==> src/rtl/voice_cmd_sched_if.sv <==
// Request / driver bus for the voice command scheduler.
// master = requesters + driver side, slave = scheduler.
interface voice_cmd_sched_if #(
  parameter int FIFO_DEPTH = 4
);
  localparam int LW = $clog2(FIFO_DEPTH) + 1;

  logic [3:0]    req_valid;
  logic [31:0]   req_code;
  logic [3:0]    req_ack;
  logic          drv_start;
  logic [7:0]    drv_code;
  logic          drv_done;
  logic          voice_busy;
  logic          flush;
  logic [LW-1:0] fifo_level;
  logic          idle;

  modport master (
    output req_valid, req_code, drv_done,
    output voice_busy, flush,
    input  req_ack, drv_start, drv_code,
    input  fifo_level, idle
  );

  modport slave (
    input  req_valid, req_code, drv_done,
    input  voice_busy, flush,
    output req_ack, drv_start, drv_code,
    output fifo_level, idle
  );
endinterface

==> src/rtl/voice_cmd_sched.sv <==
// Round-robin request arbiter, command FIFO and paced
// issue sequencer in front of the one-wire voice driver.
module voice_cmd_sched #(
  parameter int FIFO_DEPTH = 4,
  parameter int GAP_CYCLES = 2_500_000
) (
  input logic clk_50m,
  input logic rst_n,
  voice_cmd_sched_if.slave bus
);
  localparam int AW = $clog2(FIFO_DEPTH);
  localparam int LW = AW + 1;
  localparam int CW = $clog2(GAP_CYCLES + 1);
  localparam logic [CW-1:0] GAP_LAST = CW'(GAP_CYCLES - 1);

  localparam logic [2:0] S_IDLE  = 3'd0;
  localparam logic [2:0] S_ISSUE = 3'd1;
  localparam logic [2:0] S_SEND  = 3'd2;
  localparam logic [2:0] S_GAP   = 3'd3;
  localparam logic [2:0] S_BWAIT = 3'd4;

  logic [2:0]    state_q, state_d;
  logic [CW-1:0] gap_q, gap_d;
  logic [AW-1:0] wp_q, rp_q;
  logic [LW-1:0] lvl_q, lvl_d;
  logic [7:0]    mem_q [FIFO_DEPTH];
  logic [3:0]    ack_q;
  logic [1:0]    last_q;
  logic          start_q;
  logic [7:0]    code_q;
  logic          b1_q, busy_q;

  logic [3:0] elig;
  logic       gnt_vld;
  logic [1:0] gnt_idx, idx;
  logic       push, pop, go;

  // Requesters just acked are still withdrawing; skip them.
  assign elig = bus.req_valid & ~ack_q;

  always_comb begin
    gnt_vld = 1'b0;
    gnt_idx = last_q;
    idx     = '0;
    for (int k = 1; k <= 4; k++) begin
      idx = last_q + 2'(k);
      if (!gnt_vld && elig[idx]) begin
        gnt_vld = 1'b1;
        gnt_idx = idx;
      end
    end
  end

  assign push = gnt_vld && !bus.flush &&
                (lvl_q < LW'(FIFO_DEPTH));
  assign go   = (state_q == S_IDLE) &&
                (lvl_q != '0) && !busy_q;
  assign pop  = go;

  always_comb begin
    lvl_d = lvl_q;
    unique case (1'b1)
      bus.flush:                   lvl_d = '0;
      push && !pop:                lvl_d = lvl_q + 1'b1;
      pop && !push && !bus.flush:  lvl_d = lvl_q - 1'b1;
      default: ;
    endcase
  end

  always_comb begin
    state_d = state_q;
    gap_d   = gap_q;
    unique case (state_q)
      S_IDLE:  if (go) state_d = S_ISSUE;
      S_ISSUE: state_d = S_SEND;
      S_SEND:
        if (bus.drv_done) begin
          state_d = S_GAP;
          gap_d   = '0;
        end
      S_GAP:
        if (gap_q == GAP_LAST) begin
          state_d = S_BWAIT;
          gap_d   = '0;
        end else begin
          gap_d = gap_q + 1'b1;
        end
      S_BWAIT: if (!busy_q) state_d = S_IDLE;
      default: state_d = S_IDLE;
    endcase
  end

  always_ff @(posedge clk_50m) begin
    if (push) mem_q[wp_q] <= bus.req_code[{gnt_idx, 3'b000} +: 8];
  end

  always_ff @(posedge clk_50m or negedge rst_n) begin
    if (!rst_n) begin
      state_q <= S_IDLE;
      gap_q   <= '0;
      wp_q    <= '0;
      rp_q    <= '0;
      lvl_q   <= '0;
      ack_q   <= '0;
      last_q  <= 2'd3;
      start_q <= 1'b0;
      code_q  <= 8'h00;
      b1_q    <= 1'b0;
      busy_q  <= 1'b0;
    end else begin
      state_q <= state_d;
      gap_q   <= gap_d;
      lvl_q   <= lvl_d;
      b1_q    <= bus.voice_busy;
      busy_q  <= b1_q;
      start_q <= go;
      ack_q   <= push ? (4'b0001 << gnt_idx) : 4'b0000;
      if (push) last_q <= gnt_idx;
      // Head is latched here, so a same-cycle flush cannot cancel it.
      if (go) code_q <= mem_q[rp_q];
      if (bus.flush) begin
        wp_q <= '0;
        rp_q <= '0;
      end else begin
        if (push) wp_q <= wp_q + 1'b1;
        if (pop)  rp_q <= rp_q + 1'b1;
      end
    end
  end

  assign bus.req_ack    = ack_q;
  assign bus.drv_start  = start_q;
  assign bus.drv_code   = code_q;
  assign bus.fifo_level = lvl_q;
  assign bus.idle       = (state_q == S_IDLE) && (lvl_q == '0);
endmodule
==> src/flat_wrapper.sv <==
// flat-port wrapper written by rule: the top's interface ports become plain ports
module voice_cmd_sched_flat 
#(
  parameter int FIFO_DEPTH = 4,
  parameter int GAP_CYCLES = 2_500_000
)
  (clk_50m, rst_n, bus_req_valid, bus_req_code, bus_drv_done, bus_voice_busy, bus_flush, bus_req_ack, bus_drv_start, bus_drv_code, bus_fifo_level, bus_idle);
  voice_cmd_sched_if #(.FIFO_DEPTH(FIFO_DEPTH)) bus_i ();
  input logic clk_50m;
  input logic rst_n;
  input wire logic [$bits(bus_i.req_valid)-1:0] bus_req_valid;
  input wire logic [$bits(bus_i.req_code)-1:0] bus_req_code;
  input wire logic [$bits(bus_i.drv_done)-1:0] bus_drv_done;
  input wire logic [$bits(bus_i.voice_busy)-1:0] bus_voice_busy;
  input wire logic [$bits(bus_i.flush)-1:0] bus_flush;
  output wire logic [$bits(bus_i.req_ack)-1:0] bus_req_ack;
  output wire logic [$bits(bus_i.drv_start)-1:0] bus_drv_start;
  output wire logic [$bits(bus_i.drv_code)-1:0] bus_drv_code;
  output wire logic [$bits(bus_i.fifo_level)-1:0] bus_fifo_level;
  output wire logic [$bits(bus_i.idle)-1:0] bus_idle;
  assign bus_i.req_valid = bus_req_valid;
  assign bus_i.req_code = bus_req_code;
  assign bus_i.drv_done = bus_drv_done;
  assign bus_i.voice_busy = bus_voice_busy;
  assign bus_i.flush = bus_flush;
  assign bus_req_ack = bus_i.req_ack;
  assign bus_drv_start = bus_i.drv_start;
  assign bus_drv_code = bus_i.drv_code;
  assign bus_fifo_level = bus_i.fifo_level;
  assign bus_idle = bus_i.idle;
  voice_cmd_sched #(.FIFO_DEPTH(FIFO_DEPTH), .GAP_CYCLES(GAP_CYCLES)) u_core (.clk_50m(clk_50m), .rst_n(rst_n), .bus(bus_i));
endmodule
==> config.mk <==
export PLATFORM = sky130hd
export DESIGN_NAME = voice_cmd_sched_flat
export DESIGN_NICKNAME = d
export VERILOG_FILES = /design/src/rtl/voice_cmd_sched_if.sv /design/src/rtl/voice_cmd_sched.sv /design/src/flat_wrapper.sv
export SDC_FILE = /design/constraint.sdc
export NUM_CORES = 1
export LEC_CHECK = 0
export CAP_MARGIN = 20
export CORE_ASPECT_RATIO = 1.4
export CORE_MARGIN = 2
export CORE_UTILIZATION = 54
export DETAILED_ROUTE_END_ITERATION = 16
export PLACE_DENSITY = 0.8
export SETUP_SLACK_MARGIN = 0.02
export SYNTH_ARGS = -nofsm -noshare
export SYNTH_HDL_FRONTEND = slang
export SYNTH_SLANG_ARGS = --single-unit
==> constraint.sdc <==
create_clock -name clk_50m -period 3 [get_ports clk_50m]
set_input_delay 0.45 -clock clk_50m [delete_from_list [all_inputs] [get_ports clk_50m]]
set_output_delay 0.45 -clock clk_50m [all_outputs]
set_load 0.05 [all_outputs]
==> flow_summary_export.csv <==
group,metric,value,unit
outcome,status,"finished, final reports clean",
worst_setup_path,worstPathRequired,2550,ps
yosys,ys_top_cells_by_area,"dfrtp_1 30%, edfxtp_1 25%, mux2i_1 6.4%",
power,p_per_area,749.2,nW/um2
yosys,synth_seq_area_share,55.91,%
sta,fmax,374.6,MHz
detailed_routing,detail_route.iter0.violations,210,
worst_setup_path,path_max_fanout,5,
sta,fin_skew,13.00,ps
clock_network,cts.htree.levels,3,
yosys,syn_nets,387,
die,start_util,56.09,%
global_route,grt_max_degree,50,
detailed_routing,ant_nets,0,
sta,hold_violations,0,
yosys,async_flop_share,60.49,%
power,finalPower,3.590,mW
sta,fin_setup_tns,0,ps
clock_network,cts_tree,"built",
detailed_routing,detail_route.first_pass.iterations,4,
placed_design,placed_cells,480,
yosys,synth_area_leader_cell,"dfrtp_1",
worst_setup_path,crit_chain,"or3_1 -> nor4_1 -> clkdlybuf4s50_1",
global_route,antenna_found_initial,0,
sta,max_slew_margin,44.96,%
die,die_h,104.8,um
power,leakagePower,1.940,nW
power,comb_power_share,28.9,%
worst_setup_path,worst_path_max_delay_cell,"clkdlybuf4s50_1",
sta,period_share,88.99,%
cells_and_area,nets,444,
die,design.die.area,7959,um2
power,p_int,2.416,mW
power,p_seq_share,46.9,%
power,clockPowerShare,24.2,%
clock_network,clkTransAtPathRegs,90,ps
worst_setup_path,worstSetupPathType,"reg2out",
yosys,yosys_most_used_dff,"dfrtp_1",
clock_network,cts_hold_buffers,0,
clock_network,cts_root_buffer,"clkbuf_8",
yosys,yosysWarnings,0,
clock_network,clkSinkCount,81,
detailed_routing,vias_per_cell,5.736,
global_route,grt_util_all_layers,21.10,%
clock_network,cts_buffer_depth,2,
global_route,grt-ovfl-total,0,
clock_network,cts_resized,0,
detailed_routing,drc,0,
power,power_switching,1.174,mW
yosys,synth_area_per_cell,11.52,um2
yosys,synth.top_cell.area_share,30.03,%
yosys,synth_area,3916,um2
cells_and_area,finalCoreUtilization,68.64,%
worst_setup_path,end_kind,"primary output",
cells_and_area,drive_gt1_share,8.706,%
yosys,syn_inst,340,
global_route,grt_pass1_wl,13170,um
cells_and_area,num-fill-cells,507,
die,core_area,6982,um2
placed_design,hpwl,5456,um
cells_and_area,final_common_cell,"clkdlybuf4s50_1",
clock_network,cts_setup_buffers,0,
sta,drv_slew,0,
clock_network,cts_buffers,9,
min_path,hold_class,"in2async",
placed_design,gp_congestion,0.8363,
clock_network,clock_latency,360,ps
job,drv_cap,0,
die,ios,58,
sta,rsz0062_at_grt,"no",
cells_and_area,antenna_cells,0,
power,ir_drop,604.7,uV
sta,tightest_slew,820.1,ps
detailed_routing,wl_per_cell,15.38,um
cells_and_area,fin_cells,497,
sta,finalSetupViolations,0,
yosys,synth.distinct_cells,48,
worst_setup_path,slowest_delay,850,ps
detailed_routing,wl,7645,um
sta,period_needed,2670,ps
die,num_rows,36,
worst_setup_path,cp.arrival,2220,ps
cells_and_area,final_cell_mix,"56 x clkdlybuf4s50_1, 47 x dfrtp_1, 46 x nand2_1, 32 x edfxtp_1, 25 x mux2i_1",
sta,hold_slack,21.89,ps
yosys,synth_edf_count,32,
worst_setup_path,startpoint_type,"register",
power,swShare,32.71,%
cells_and_area,syn_to_final_growth,22.36,%
global_route,grt_pass1_vias,2842,
die,chipWidth,75.98,um
yosys,ys_seq_elements,81,
placed_design,port_buffers,57,
detailed_routing,vias,2851,
-- path summary, 6_finish.rpt --
kind,start,to,slack [ps],depth (start not counted)
min in group clk_50m,u_core.b1_q$_DFF_PN0_,u_core.busy_q$_DFF_PN0_,360,0
min,rst_n,u_core.bus.fifo_level[1]$_DFFE_PN0P_,20,1
max,u_core.state_q[2]$_DFFE_PN0P_,bus_idle,330,3
max reg2reg,u_core.state_q[2]$_DFFE_PN0P_,u_core.bus.fifo_level[2]$_DFFE_PN0P_,470,6
min reg2reg,u_core.b1_q$_DFF_PN0_,u_core.busy_q$_DFF_PN0_,360,0
max in group asynchronous,rst_n,u_core.gap_q[15]$_DFFE_PN0P_,2460,2
-- through the flow --
stage | area (um2) | setup slack [ps]
finish | 4792 | 330.4
global route | 4792 | 181.7
CTS | 4772 | 305.0
detailed placement | 4554 | 297.3
global placement | 4554 | 380.1
floorplan | 3916 | 329.1
-- state kept, by name, summed over array words and instances (netlist names) --
name                   flops
u_core.gap_q              22
u_core.state_q             3
u_core.bus.drv_start       1
u_core.last_q              2
u_core.mem_q              32
u_core.bus.drv_code        8
u_core.wp_q                2
u_core.rp_q                2
u_core.bus.req_ack         4
u_core.b1_q                1
u_core.bus.fifo_level      3
u_core.busy_q              1
-- kinds of logic (layout without fill, tap and decap cells) --
family / after synthesis / count (layout) / share of synthesized area, %
and+or+nand+nor: 123 / 123 / 16.36
DFF: 81 / 81 / 55.91
adders and majority gates: 6 / 6 / 2.109
muxes: 35 / 35 / 11.57
AOI/OAI and AO/OA: 64 / 64 / 10.06
xor gates and xnor gates: 4 / 4 / 0.8947
buffers and inverters: 27 / 89 / 3.099
-- critical path, delay by kind of cell, from the launching register on --
kind                   cells  cell delay [ps]
AND/OR/NAND/NOR            2              580
flip-flops                 1              430
buffers and inverters      1              850
-- layer usage --
| metal | part of all wire, % | global-route usage, % |
|---|---|---|
| met1 | 38 | 24.31 |
| met4 | 2.2 | 9.870 |
| met2 | 55 | 37.18 |
| met5 | 0 | 0 |
| met3 | 4.6 | 4.836 |
-- area by class of cell --
| cell class | count | area [um2] | area share, % |
|---|---|---|---|
| Clock buffer | 9 | 123.9 | 2.585 |
| Timing Repair Buffer | 62 | 615.6 | 12.85 |
| Inverter | 11 | 41.29 | 0.8616 |
| Multi-Input combinational cell | 232 | 1609 | 33.58 |
| Clock inverter | 7 | 93.84 | 1.958 |
| Sequential cell | 81 | 2190 | 45.69 |
| Tap cell | 95 | 118.9 | 2.480 |
-- Yosys cell counts (2+ instances only) --
| cell | count |
|---|---|
| dfrtp_1 | 47 |
| nand2_1 | 46 |
| edfxtp_1 | 32 |
| mux2i_1 | 25 |
| a21oi_1 | 16 |
| a31oi_1 | 15 |
| nor2_1 | 12 |
| inv_1 | 11 |
| nand3_1 | 10 |
| clkbuf_1 | 8 |
| mux4_2 | 8 |
| nand2b_1 | 8 |
| nor3_1 | 8 |
| o21ai_0 | 8 |
| o21ai_1 | 7 |
| nand4_1 | 6 |
| a41oi_1 | 5 |
| and2_1 | 5 |
| and3_1 | 5 |
| ha_1 | 5 |
| buf_2 | 4 |
| nand3b_1 | 4 |
| or3_1 | 4 |
| nor2b_1 | 3 |
| o21a_1 | 3 |
| or4b_1 | 3 |
| xnor2_1 | 3 |
| a211oi_1 | 2 |
| and4_1 | 2 |
| buf_4 | 2 |
| dfstp_2 | 2 |
| mux2_2 | 2 |
| nand4b_1 | 2 |
| nor4_1 | 2 |
| o31ai_1 | 2 |
-- power by group through the flow --
stage | sequential (mW) | clock, mW | combinational (mW)
2_1_floorplan | 1.74 | 0 | 0.694
3_3_place_gp | 1.68 | 0 | 0.998
3_5_place_dp | 1.70 | 0 | 1.04
4_1_cts | 1.68 | 0.886 | 1.05
5_1_grt | 1.72 | 0.934 | 1.15
6_report | 1.69 | 0.868 | 1.04
Note: power is estimated with default switching activity, not from simulation.
